## config.mk

```make
export PLATFORM = sky130hd
export DESIGN_NAME = pipe_stage_buf
export DESIGN_NICKNAME = d
export VERILOG_FILES = /design/src/rtl/pipe_stage_buf.sv
export SDC_FILE = /design/constraint.sdc
export NUM_CORES = 1
export LEC_CHECK = 0
export ABC_CLOCK_PERIOD_IN_PS = 3000
export CORE_MARGIN = 2
export CORE_UTILIZATION = 25
export CTS_CLUSTER_SIZE = 10
export DETAILED_ROUTE_END_ITERATION = 12
export HOLD_SLACK_MARGIN = 0.12
export PLACE_DENSITY = 0.47
export SYNTH_ARGS = -nofsm -noshare
export SYNTH_HDL_FRONTEND = slang
export SYNTH_SLANG_ARGS = --single-unit
```

## constraint.sdc

```tcl
create_clock -name clk_i -period 3 [get_ports clk_i]
set_input_delay 0.3 -clock clk_i [delete_from_list [all_inputs] [get_ports clk_i]]
set_output_delay 0.3 -clock clk_i [all_outputs]
set_load 0.02 [all_outputs]
```

## src/rtl/pipe_stage_buf.sv

```systemverilog
// Elastic pipeline-stage register: 2-entry skid buffer with registered back-pressure,
// synchronous flush and saturating bubble/stall performance counters.
module pipe_stage_buf #(
  parameter int unsigned              DATA_W    = 64,
  parameter logic [DATA_W-1:0]        FLUSH_VAL = '0,
  parameter int unsigned              CNT_W     = 16
) (
  input  logic              clk_i,
  input  logic              rst_i,
  input  logic              flush_i,
  input  logic              up_valid_i,
  output logic              up_ready_o,
  input  logic [DATA_W-1:0] up_data_i,
  output logic              dn_valid_o,
  input  logic              dn_ready_i,
  output logic [DATA_W-1:0] dn_data_o,
  output logic [CNT_W-1:0]  bubble_cnt_o,
  output logic [CNT_W-1:0]  stall_cnt_o
);

  typedef enum logic [1:0] {EMPTY, ONE, TWO} state_t;

  state_t            r_state;
  state_t            w_state_nxt;
  logic [DATA_W-1:0] r_main;
  logic [DATA_W-1:0] r_skid;
  logic [CNT_W-1:0]  r_bubble;
  logic [CNT_W-1:0]  r_stall;
  logic              w_push;
  logic              w_pop;
  logic              w_main_from_up;
  logic              w_main_from_skid;
  logic              w_skid_from_up;

  // Handshake outputs decode state only, so dn_ready_i never reaches up_ready_o.
  assign dn_valid_o   = (r_state != EMPTY);
  assign up_ready_o   = (r_state != TWO);
  assign dn_data_o    = r_main;
  assign bubble_cnt_o = r_bubble;
  assign stall_cnt_o  = r_stall;

  assign w_push = up_valid_i & up_ready_o;
  assign w_pop  = dn_valid_o & dn_ready_i;

  always_comb begin
    w_state_nxt      = r_state;
    w_main_from_up   = 1'b0;
    w_main_from_skid = 1'b0;
    w_skid_from_up   = 1'b0;
    case (r_state)
      EMPTY: begin
        if (w_push) begin
          w_state_nxt    = ONE;
          w_main_from_up = 1'b1;
        end
      end
      ONE: begin
        if (w_push && w_pop) begin
          w_main_from_up = 1'b1;
        end else if (w_push) begin
          w_state_nxt    = TWO;
          w_skid_from_up = 1'b1;
        end else if (w_pop) begin
          w_state_nxt    = EMPTY;
        end
      end
      TWO: begin
        if (w_pop) begin
          w_state_nxt      = ONE;
          w_main_from_skid = 1'b1;
        end
      end
      default: w_state_nxt = EMPTY;
    endcase
  end

  always_ff @(posedge clk_i) begin
    if (rst_i || flush_i) begin
      r_state <= EMPTY;
      r_main  <= FLUSH_VAL;
      r_skid  <= FLUSH_VAL;
    end else begin
      r_state <= w_state_nxt;
      if (w_main_from_up) begin
        r_main <= up_data_i;
      end else if (w_main_from_skid) begin
        r_main <= r_skid;
      end
      if (w_skid_from_up) begin
        r_skid <= up_data_i;
      end
    end
  end

  // Counters keep running through flush; only reset clears them.
  always_ff @(posedge clk_i) begin
    if (rst_i) begin
      r_bubble <= '0;
      r_stall  <= '0;
    end else begin
      if (!dn_valid_o && (r_bubble != '1)) begin
        r_bubble <= r_bubble + CNT_W'(1);
      end
      if (dn_valid_o && !dn_ready_i && (r_stall != '1)) begin
        r_stall <= r_stall + CNT_W'(1);
      end
    end
  end

endmodule
```

Word-level counts from Yosys, hierarchy flattened
Cells that the tools add are included.

$lt $le $gt $ge: 0. Divide/modulo/power cells: 0. Shifts and indexed selects: 0. Reduce and logical (&&, ||, !) cells: 11. Bitwise logic cells: 2. Add/subtract/negate cells: 2. Multiplexer cells: 15. Eq/ne operators: 9. Multipliers: 0.

Operator list (number): $mux W64 (2); $add A16 B1 Y16 const B (2); $ne A16 B16 Y1 const B (2); $mux W2 (5); $ne A2 B2 Y1 const B (4); $mux W1 (6); $pmux W2 S3 (1); $logic_and A1 B1 Y1 (4); $reduce_and A4 Y1 (1); $reduce_bool A2 Y1 (2); $ne A3 B3 Y1 const B (1); $and A1 B1 Y1 (2); $eq A2 B1 Y1 const B (1); $eq A2 B2 Y1 const B (1); $logic_not A1 Y1 (2); $logic_not A2 Y1 (1); $pmux W1 S2 (1); $logic_or A1 B1 Y1 (1).

Logic and storage cells: 44. Bits in latches: 0. Memories: 0. RAM bits: 0. Output and inout bits: 98. Register bits after elaboration: 162. Input bits: 69. Bits in read-only memories: 0.

Depth between registers and ports, before layout
Word-level depth: 6. Gate-level depth with buffers: 7. Depth with buffers taken out: 5.

Worst setup path after synthesis
OpenSTA, ideal clock, no wires.

Path type: reg2reg. Start point: reg r_bubble[0] (netlist: bubble_cnt_o[0]). End point: reg r_bubble[1] (netlist: bubble_cnt_o[1]). Arrival: 1.952 ns. Stages on the path, launching flop included: 7. Clock period less this slack: 2.079 ns. Setup slack: 0.921 ns. Setup time: 0.128 ns. Data required time: 2.872 ns. Buffers on the path: 1. Cells stage by stage: dfxtp_1 > ha_1 > nand4_2 > o41ai_2 > buf_2 > mux2i_1 > nor2_1.

Cells in the longest elaborated chain, start to end: 2. Elaborated cells between the ends (all ways): 3. Those cells by class: add/sub: 1; eq/ne: 1; reduce/logical: 1.

RTL lines: from (decl) (RTL line 27) `logic [CNT_W-1:0] r_bubble;`; from (signal assigned) (RTL line 102) `r_bubble <= r_bubble + CNT_W'(1);`; branches (longest 2 deep; another with $add A16 B1 Y16).

Parallel ways; which one is timed is not known. A chain may end at the register's enable or synchronous reset.

Worst setup path in the final report
Start point: reg r_stall[0] (netlist: stall_cnt_o[0]). End point: reg r_stall[15] (netlist: stall_cnt_o[15]).

Cells in the longest elaborated chain, start to end: 2. Elaborated cells between the ends (all ways): 3. Those cells by class: add/sub: 1; eq/ne: 1; reduce/logical: 1.

RTL lines: from (decl) (RTL line 28) `logic [CNT_W-1:0] r_stall;`; from (signal assigned) (RTL line 105) `r_stall <= r_stall + CNT_W'(1);`; branches (longest 2 deep; another with $add A16 B1 Y16).

Parallel ways; which one is timed is not known.

==> impl_metrics.json <==
{
  "power_uw": 4990,
  "worst-slew-pin-transition_ps": 948,
  "initialDrtViolationCount": 346,
  "yosys_register_bits": 162,
  "worst_setup_hold_path_clk_slew_ps": 70,
  "status": "complete, no violations",
  "floorplan.core_area_mm2": 0.0267,
  "setup_skew_ps": 11.0,
  "antenna_violations_before_repair": 1,
  "synth_async_sr_flop_share": 0,
  "global_route.overflow_total": 0,
  "drtAntennaViolNets": 0,
  "synth-simple-area-share": 0.271,
  "io_buffer_count": 166,
  "root_buffer": "sky130_fd_sc_hd__clkbuf_16",
  "nets_in_the_synthesized_netlist": 919,
  "gp_routability_congestion": 0.705,
  "cap_viol_max_count": 0,
  "yosys_warnings": 0,
  "number_of_i_o_pins": 167,
  "critical_path.startpoint_type": "flip-flop",
  "syn_area_per_cell_um2": 7.93,
  "grtUsageTotal": 0.148,
  "timing.critical_path.required_ps": 3300,
  "crit_path_cell_trace": "ha_1 -> nand3_1 -> nor4_1 -> buf_4 -> or4_1 -> a21oi_1",
  "final_worst_path_cycle_share": 0.737,
  "setup_viol": 0,
  "worstHoldPathType": "input pin to flip-flop",
  "critical_path.slowest_cell": "sky130_fd_sc_hd__nor4_1",
  "r2r_slack_ps": 790,
  "synthDistinctLibCells": 45,
  "grt_max_degree": 63,
  "grt_first_pass_wirelength_um": 33900,
  "worst_setup_path_end_kind": "flip-flop",
  "vias_per_cell": 4.81,
  "cts_max_path_buffers": 2,
  "cts_inserted_buffers": 17,
  "final_period_minus_worst_setup_slack_ps": 2210,
  "dp.final_hpwl_um": 13200,
  "wirelength_um": 21000,
  "cts.repair_timing.setup_buffer_count": 0,
  "synth_cells": 848,
  "hold_bufs_at_cts": 0,
  "delay_contributed_by_the_slowest_stage_of_the_critical_path_ps": 830,
  "placedCellCount": 1303,
  "drt_first_pass_iters": 4,
  "finalMaxSlewViolations": 0,
  "drive_above_1_share": 0.0694,
  "routed_vias": 6428,
  "worstSetupPathType": "flip-flop to flip-flop",
  "cts_repair_resize_count": 0,
  "synth-main-ff-cell": "sky130_fd_sc_hd__dfxtp_1",
  "p_leak_uw": 0.00292,
  "wl_per_cell_um": 15.7,
  "die-area_mm2": 0.0282,
  "cellPowerDensity_mw_per_mm2": 534,
  "synth-xor-area-share": 0.00260,
  "tritoncts": "built",
  "design.final.nets": 1052,
  "synth_top_family_by_area": "simple AND/OR/NAND/NOR gates",
  "die_h_um": 168,
  "numClockSinks": 162,
  "area_growth_syn_to_layout_pct": 38.9,
  "vdd_drop_max_mv": 0.327,
  "timing_hold_violations_final": 0,
  "portion_of_the_post_synthesis_area_used_by_sequential_elements": 0.482,
  "crit_fanout": 7,
  "grt_pass1_vias": 6258,
  "placement_rows": 60,
  "synth_fa_ha_area_frac": 0.00372,
  "drc_errors": 0,
  "worst_slew_margin": 0.362,
  "rsz_0062_raised_after_global_routing": "no",
  "htree_levels": 4,
  "count_of_flip_flops_with_a_built_in_enable_after_synthesis": 0,
  "syn_area_mm2": 0.00673,
  "clk-insertion-delay-late_ps": 420,
  "postLayoutCoreUtil": 0.351,
  "synth_top_area_share": 0.482,
  "setup_total_negative_slack_ps": 0,
  "ys_top_cells_by_area": "sky130_fd_sc_hd__dfxtp_1, sky130_fd_sc_hd__nand2_1, sky130_fd_sc_hd__a311oi_1, sky130_fd_sc_hd__a21oi_1, sky130_fd_sc_hd__nand3_1",
  "start_util": 0.252,
  "worstPathArrival_ps": 2510,
  "post_synthesis_compound_gate_area_fraction": 0.188,
  "yosys-mux-area-fraction": 0.00465,
  "finish.cell_count_without_fillers": 1336,
  "synth_top_area_cell": "sky130_fd_sc_hd__dfxtp_1",
  "maxClockFrequency_ghz": 0.453,
  "dieWidth_um": 168
}
-- cell families (layout without fill, tap and decap cells) --
kind of cell | Yosys count | count (layout)
flops | 162 | 162
other cells | 0 | 1
fa+ha+maj | 2 | 2
xor+xnor | 2 | 2
compound gates | 189 | 189
simple gates | 411 | 411
buf+inv | 79 | 225
mux | 3 | 3
-- report_power, final --
part           leakage [µW]  total (µW)  internal (µW)  switching [µW]
combinational       0.00131         485            221             264
sequential          0.00131        2240           2200            37.5
clock              0.000296        2260           1200            1060
-- per-layer routing --
metal | part of all wire | GRT usage | vias to the layer above
met5 | 0 | 0 | -
met4 | 0.0091 | 0.0374 | 0
met3 | 0.041 | 0.0320 | 12
li1 | - | - | 3272
met2 | 0.45 | 0.238 | 119
met1 | 0.50 | 0.202 | 3025
-- stage by stage --
step,hold slack (ps),area [µm²],setup WS [ps]
6_report,451,9340,790
5_1_grt,461,9340,600
4_1_cts,430,9340,803
3_5_place_dp,447,8730,811
3_3_place_gp,441,8730,827
2_1_floorplan,436,6730,921
-- critical path: cells and delay by family, from the launching register on --
family / cells / cell delay (ps)
DFF: 1 / 420
and+or+nand+nor: 3 / 1140
adders and majority gates: 1 / 210
buffers and inverters: 1 / 270
AOI/OAI and AO/OA: 1 / 50
-- cell usage after synthesis, drive strengths merged, types with 2 or more instances --
cell    count
nand2     204
dfxtp     162
a21oi      90
nand3      75
nor2       73
a311oi     64
clkbuf     62
or4        15
or3        13
nand4      12
o21ai      12
o31ai      12
buf         9
inv         8
nor4        4
and3        3
nand2b      3
nor2b       3
o41ai       3
ha          2
mux2i       2
nor3        2
or2         2
xor2        2
-- worst paths after layout --
| check | start | end | cells past startpoint |
|---|---|---|---|
| hold / removal | up_data_i[62] | r_skid[62]$_SDFFE_PP0P_ | 3 |
| setup reg to reg | stall_cnt_o[0]$_SDFFE_PP0P_ | stall_cnt_o[15]$_SDFFE_PP0P_ | 6 |
| setup / recovery | stall_cnt_o[0]$_SDFFE_PP0P_ | stall_cnt_o[15]$_SDFFE_PP0P_ | 6 |
| hold reg to reg | r_skid[9]$_SDFFE_PP0P_ | r_skid[9]$_SDFFE_PP0P_ | 2 |
-- registers in the layout, indices dropped and copies added (netlist names) --
| name | count |
|---|---|
| dn_data_o | 64 |
| r_skid | 64 |
| bubble_cnt_o | 16 |
| stall_cnt_o | 16 |
| r_state | 2 |
-- placed cells by master (no fill, tap or decap), types with 3 or more instances in the layout --
cell	n
sky130_fd_sc_hd__dfxtp_1	162
sky130_fd_sc_hd__a21oi_1	90
sky130_fd_sc_hd__clkdlybuf4s50_1	165
sky130_fd_sc_hd__or4_1	13
sky130_fd_sc_hd__clkbuf_16	17
sky130_fd_sc_hd__inv_8	3
sky130_fd_sc_hd__nor4_1	4
sky130_fd_sc_hd__a311oi_1	64
sky130_fd_sc_hd__and3_1	3
sky130_fd_sc_hd__o31ai_1	12
sky130_fd_sc_hd__o21ai_0	12
sky130_fd_sc_hd__nand3_1	75
sky130_fd_sc_hd__inv_1	7
sky130_fd_sc_hd__nand2_1	202
sky130_fd_sc_hd__or3_1	12
sky130_fd_sc_hd__nand4_1	11
sky130_fd_sc_hd__inv_6	4
sky130_fd_sc_hd__nor2_1	72
sky130_fd_sc_hd__buf_12	3
sky130_fd_sc_hd__clkinv_8	4
sky130_fd_sc_hd__buf_4	16
-- area by class of cell --
class	instances	area, µm²
Sequential cell	162	3240
Clock inverter	15	189
Timing Repair Buffer	185	1840
Multi-Input combinational cell	607	3190
Antenna cell	1	2.50
Tap cell	341	427
Clock buffer	17	425
Inverter	8	30.0
Fill cell	2762	17300
Note: power is estimated with default switching activity, not from simulation.
==> RTL edit 1 (same settings) <==
Set the parameter `DATA_W` to 56 (it was 64).
--- a/src/rtl/pipe_stage_buf.sv
+++ b/src/rtl/pipe_stage_buf.sv
@@ -1,7 +1,7 @@
 // Elastic pipeline-stage register: 2-entry skid buffer with registered back-pressure,
 // synchronous flush and saturating bubble/stall performance counters.
 module pipe_stage_buf #(
-  parameter int unsigned              DATA_W    = 64,
+  parameter int unsigned              DATA_W    = 56,
   parameter logic [DATA_W-1:0]        FLUSH_VAL = '0,
   parameter int unsigned              CNT_W     = 16
 ) (
Interface: changed (resized dn_data_o and up_data_i); port bits go from 167 to 151. No check against the original RTL was run, so the function may have changed too.
==> RTL edit 1 against the unedited design <==
Synthesized area decreased by 6.9%; worst setup slack got worse by 0.0083 ns; routed wire length is 6.6% lower; total power decreased by 7.6%; combinational power decreased by 11%; count of clock-buffer cells in the layout is 1 higher; utilization up 0.33 points; final area decreased by 7.3%; sequential cell count down 16; clock skew decreased by 0.0036 ns.
==> RTL edit 1: results (changes against the unedited design) <==
Run status
  – Outcome: finished clean

Routing
  – Vias/cell: 4.831 (+0.41%)
  – Met3 wire length: 888 µm (+2.7%)
  – Iter 0 DRT Violations: 407 (+18%)
  – Wire per inst: 15.81 µm (+0.66%)
  – Met2 wire len: 9071 µm (-4.8%)

GRT
  – Largest net degree at the start of global routing: 57 (-9.5%)
  – GR Util met2: 23.97% (+0.18 points)
  – GR Util met1: 20.21% (about the same)
  – GRT Util Overall: 15.01% (+0.21 points)
  – First-pass GRT wire length: 31,560 µm (-6.8%)
  – GRT met3 Usage: 3.830% (+0.63 points)
  – Number of global-route vias before repair: 5,789 (-7.5%)

Critical path
  – Worst EP arrival: 1.92 ns (-0.59 ns)
  – Crit path largest cell delay: 0.65 ns (-0.18 ns)
  – Slowest stage cell, crit path: clkdlybuf4s50_1
  – Worst-path maximum fanout: 6 (-1)
  – Register-to-register setup slack: 0.90 ns (+0.11 ns)
  – Delay-heaviest family, CP: buffers and inverters

Clocking
  – Post-CTS sizing: 0 (unchanged)
  – Num CTS Buffers: 17 (unchanged)
  – CTS H-tree lvls: 4 (unchanged)
  – Worst-case clock buffer depth: 2 (unchanged)
  – Clk_lat worst skew: 0.42 ns (about the same)

Yosys
  – Most frequent cells after synthesis: 179 x nand2_1, 146 x dfxtp_1, 83 x a21oi_1
  – Register area share after synthesis: 46.65% (-1.6 points)
  – Syn Nets: 843 (-8.3%)
  – Area contributors post-synth: dfxtp_1 47%, nand2_1 11%, a311oi_1 7.8%
  – Mapped Avg Cell Area: 8.032 µm² (+1.2%)

STA
  – Worst slew pin tran: 0.6607 ns (-0.2870 ns)
  – Count of final setup violators: 0 (unchanged)
  – Final Skew: 0.007342 ns (-0.003629 ns)

Finish
  – Cell Count, Final, Fillers Out: 1,239 (-7.3%)
  – Layout net count: 964 (-8.4%)
  – Layout cells sized above 1: 9.081% (+2.1 points)
  – Filler cell count in the final layout: 2,516 (-8.9%)

Hold path
  – Worst Hold Class: input port to flop

Power
  – Int Pwr: 3438 µW (-5.2%)
  – Comb pwr share: 9.4% (-0.3 points)
  – IR drop worst, VDD: 0.2933 mV (-10%)
  – Leak: 0.002791 µW (-4.5%)

Placed design
  – Detailed placement HPWL: 12,500 µm (-5.6%)
  – Port buffer count: 150 (-9.6%)
RTL edit 1: through the flow:
stage / hold WS (ns) / area [µm²] / total power (µW) / worst slack [ns]
3_3_place_gp: 0.4419 / 8061 / 2498 / 0.6603
5_1_grt: 0.4465 / 8657 / 4816 / 0.6363
4_1_cts: 0.4101 / 8655 / 4683 / 0.7334
6_report: 0.4282 / 8657 / 4606 / 0.7818
3_5_place_dp: 0.4467 / 8061 / 2495 / 0.6437
2_1_floorplan: 0.4360 / 6265 / 2259 / 1.101
RTL edit 1: area by class of cell:
cell class	count	area [µm²]	area share (%)
sequential	146	2923	33.76
inverter	4	15.01	0.1734
tap	324	405.4	4.683
clock inverter	14	153.9	1.778
timing repair buffer	167	1649	19.05
multi-input combinational	565	3069	35.45
clock buffer	18	439.2	5.073
antenna	1	2.502	0.02891
RTL edit 1: path summary, 6_finish.rpt:
path,cells after the start,to,startpoint
worst max-delay path,3,dn_valid_o,r_state[0]$_SDFFE_PP0P_
worst min-delay path,3,dn_data_o[18]$_SDFFE_PP0P_,dn_ready_i
worst max register to register,5,dn_data_o[45]$_SDFFE_PP0P_,r_state[0]$_SDFFE_PP0P_
worst min register to register,2,r_skid[41]$_SDFFE_PP0P_,r_skid[41]$_SDFFE_PP0P_
RTL edit 1: logic make-up (layout without fill, tap and decap cells):
kind of cell | after synthesis | in the layout | share of synthesized area, %
adders and majority gates | 2 | 2 | 0.3994
muxes | 11 | 11 | 1.957
buffers and inverters | 69 | 203 | 4.833
other | 0 | 1 | 0
DFF | 146 | 146 | 46.65
and+or+nand+nor | 383 | 383 | 28.16
AOI/OAI and AO/OA | 169 | 169 | 17.99
RTL edit 1: tightest hold or removal path: stages:
cell	delay (ns)
buf_2	0.26
nand3_1	0.15
a311oi_1	0.08
==> RTL edit 2 (same flow settings) <==
Without the edit above. The 3 states of `state_t` get a one-hot encoding in 3 bits.
--- a/src/rtl/pipe_stage_buf.sv
+++ b/src/rtl/pipe_stage_buf.sv
@@ -18,7 +18,7 @@
   output logic [CNT_W-1:0]  stall_cnt_o
 );
 
-  typedef enum logic [1:0] {EMPTY, ONE, TWO} state_t;
+  typedef enum logic [2:0] {EMPTY = 3'b001, ONE = 3'b010, TWO = 3'b100} state_t;
 
   state_t            r_state;
   state_t            w_state_nxt;
Formal check against the unedited RTL: same outputs for any inputs over 4 cycles, from zero or initial values and one cycle with rst_i high; so few cycles prove little.
==> RTL edit 2 against the unedited design <==
Worst setup slack got worse by 0.12 ns; critical endpoint is now dn_valid_o; largest cell class is now multi-input gates; routed wire length decreased by 5.8%; final area increased by 1.2%; total power decreased by 1.0%; synthesized area increased by 1.5%; sequential cell count increased by 1; utilization increased by 0.11 points.
==> RTL edit 2: results (changes against the unedited design) <==
Hold path
  – Worst hold endpoint: r_skid[23]$_SDFFE_PP0P_
  – Hold path startpoint: up_data_i[23]

Run status
  – Outcome: finished clean

Critical path
  – Register-to-register setup slack: 0.91 ns (+0.12 ns)
  – Reg-to-reg critical path endpoint: stall_cnt_o[14]$_SDFFE_PP0P_
  – R2r startpoint: r_state[2]$_SDFFE_PP0P_
  – Reg2Reg Depth: 5 (-1)
  – Worst-path maximum fanout: 12 (+5)
  – Worst EP arrival: 2.03 ns (-0.48 ns)

Clocking
  – Clk slew on worst S/H paths: 0.08 ns
  – Post-CTS setup buffers: 0 (unchanged)

Placed design
  – Detailed placement HPWL: 12,890 µm (-2.6%)
  – Placer congestion estimate: 0.7236 (+2.6%)

Yosys
  – Area contributors post-synth: dfxtp_1 48%, mux2i_1 9.7%, nand2_1 7.9%
  – Register area share after synthesis: 47.81% (-0.40 points)
  – Most frequent cells after synthesis: 163 x dfxtp_1, 144 x nand2_1, 85 x a21oi_1
  – Syn Nets: 854 (-7.1%)
  – Synth unique cells: 44 (-2.2%)

STA
  – Final Skew: 0.01657 ns (+0.005595 ns)

Power
  – Int Pwr: 3625 µW (about the same)
  – Leak: 0.002977 µW (+1.8%)

GRT
  – Number of global-route vias before repair: 5,762 (-7.9%)
  – First-pass GRT wire length: 31,660 µm (-6.5%)
  – GRT Util Overall: 13.75% (-1.1 points)
  – Largest net degree at the start of global routing: 77 (+22%)

Routing
  – Met3 wire length: 1021 µm (+18%)
  – Met2 wire len: 9305 µm (-2.4%)
  – Vias/cell: 4.696 (-2.4%)
  – Met1 wire length: 9273 µm (-11%)
  – Iter 0 DRT Violations: 340 (-1.7%)
  – Wire per inst: 15.44 µm (-1.7%)

Finish
  – Layout cells sized above 1: 6.503% (-0.44 points)
  – Layout net count: 996 (-5.3%)
## RTL edit 2: routing by layer
| layer | up-vias | track usage, % |
|---|---|---|
| li1 | 3066 | - |
| met1 | 2819 | 18.24 |
| met2 | 118 | 21.95 |
| met3 | 8 | 3.941 |
| met4 | 0 | 3.530 |
| met5 | - | 0 |
## RTL edit 2: power by group through the flow
stage / Clock [µW] / Sequential [µW] / Combinational [µW]
after floorplan: 0 / 2340 / 163
after global placement: 0 / 2300 / 470
after detailed placement: 0 / 2300 / 471
after CTS: 2300 / 2250 / 475
after global routing: 2390 / 2250 / 508
final: 2220 / 2250 / 468
## RTL edit 2: through the flow
step | setup slack, ns | cells | hold WS (ns) | cell area, µm² | power [µW]
finish | 0.6660 | 1280 | 0.4540 | 9452 | 4937
floorplan | 1.191 | 783 | 0.4210 | 6825 | 2506
detailed placement | 0.6207 | 1247 | 0.4475 | 8852 | 2769
global placement | 0.6498 | 1247 | 0.4435 | 8852 | 2768
global route | 0.5293 | 1279 | 0.4531 | 9449 | 5155
CTS | 0.6279 | 1279 | 0.4313 | 9449 | 5025
## RTL edit 2: layout make-up
| type | instances | area [µm²] |
|---|---|---|
| well taps | 341 | 426.7 |
| clock buffers | 17 | 425.4 |
| diodes | 1 | 2.502 |
| multi-input cells | 557 | 3314 |
| inverters | 7 | 26.28 |
| flip-flops and latches | 163 | 3263 |
| clock inverters | 15 | 171.4 |
| fillers | 2776 | 17420 |
| repair buffers | 179 | 1822 |
## RTL edit 2: worst max-delay path, stage by stage (launching register included)
cell and delay, ns:
dfxtp_1 0.43, nor3b_4 0.41, inv_2 0.20, clkdlybuf4s50_1 0.58
## RTL edit 2: kinds of logic after synthesis
kind of cell / Yosys count / share of synthesized area, %
muxes: 71 / 10.50
DFF: 163 / 47.81
AOI/OAI and AO/OA: 185 / 17.10
adders and majority gates: 2 / 0.3666
xor gates and xnor gates: 1 / 0.1283
and+or+nand+nor: 298 / 20.07
buffers and inverters: 63 / 4.015
## RTL edit 2: how the worst max path moves through the flow
stage | slack (ns) | end | cells after the start
5_1_grt | 0.53 | dn_valid_o | 3
6_report | 0.67 | dn_valid_o | 3
3_3_place_gp | 0.65 | stall_cnt_o[14]$_SDFFE_PP0P_ | 5
4_1_cts | 0.63 | dn_valid_o | 3
3_5_place_dp | 0.62 | stall_cnt_o[14]$_SDFFE_PP0P_ | 5
2_1_floorplan | 1.19 | stall_cnt_o[14]$_SDFFE_PP0P_ | 5
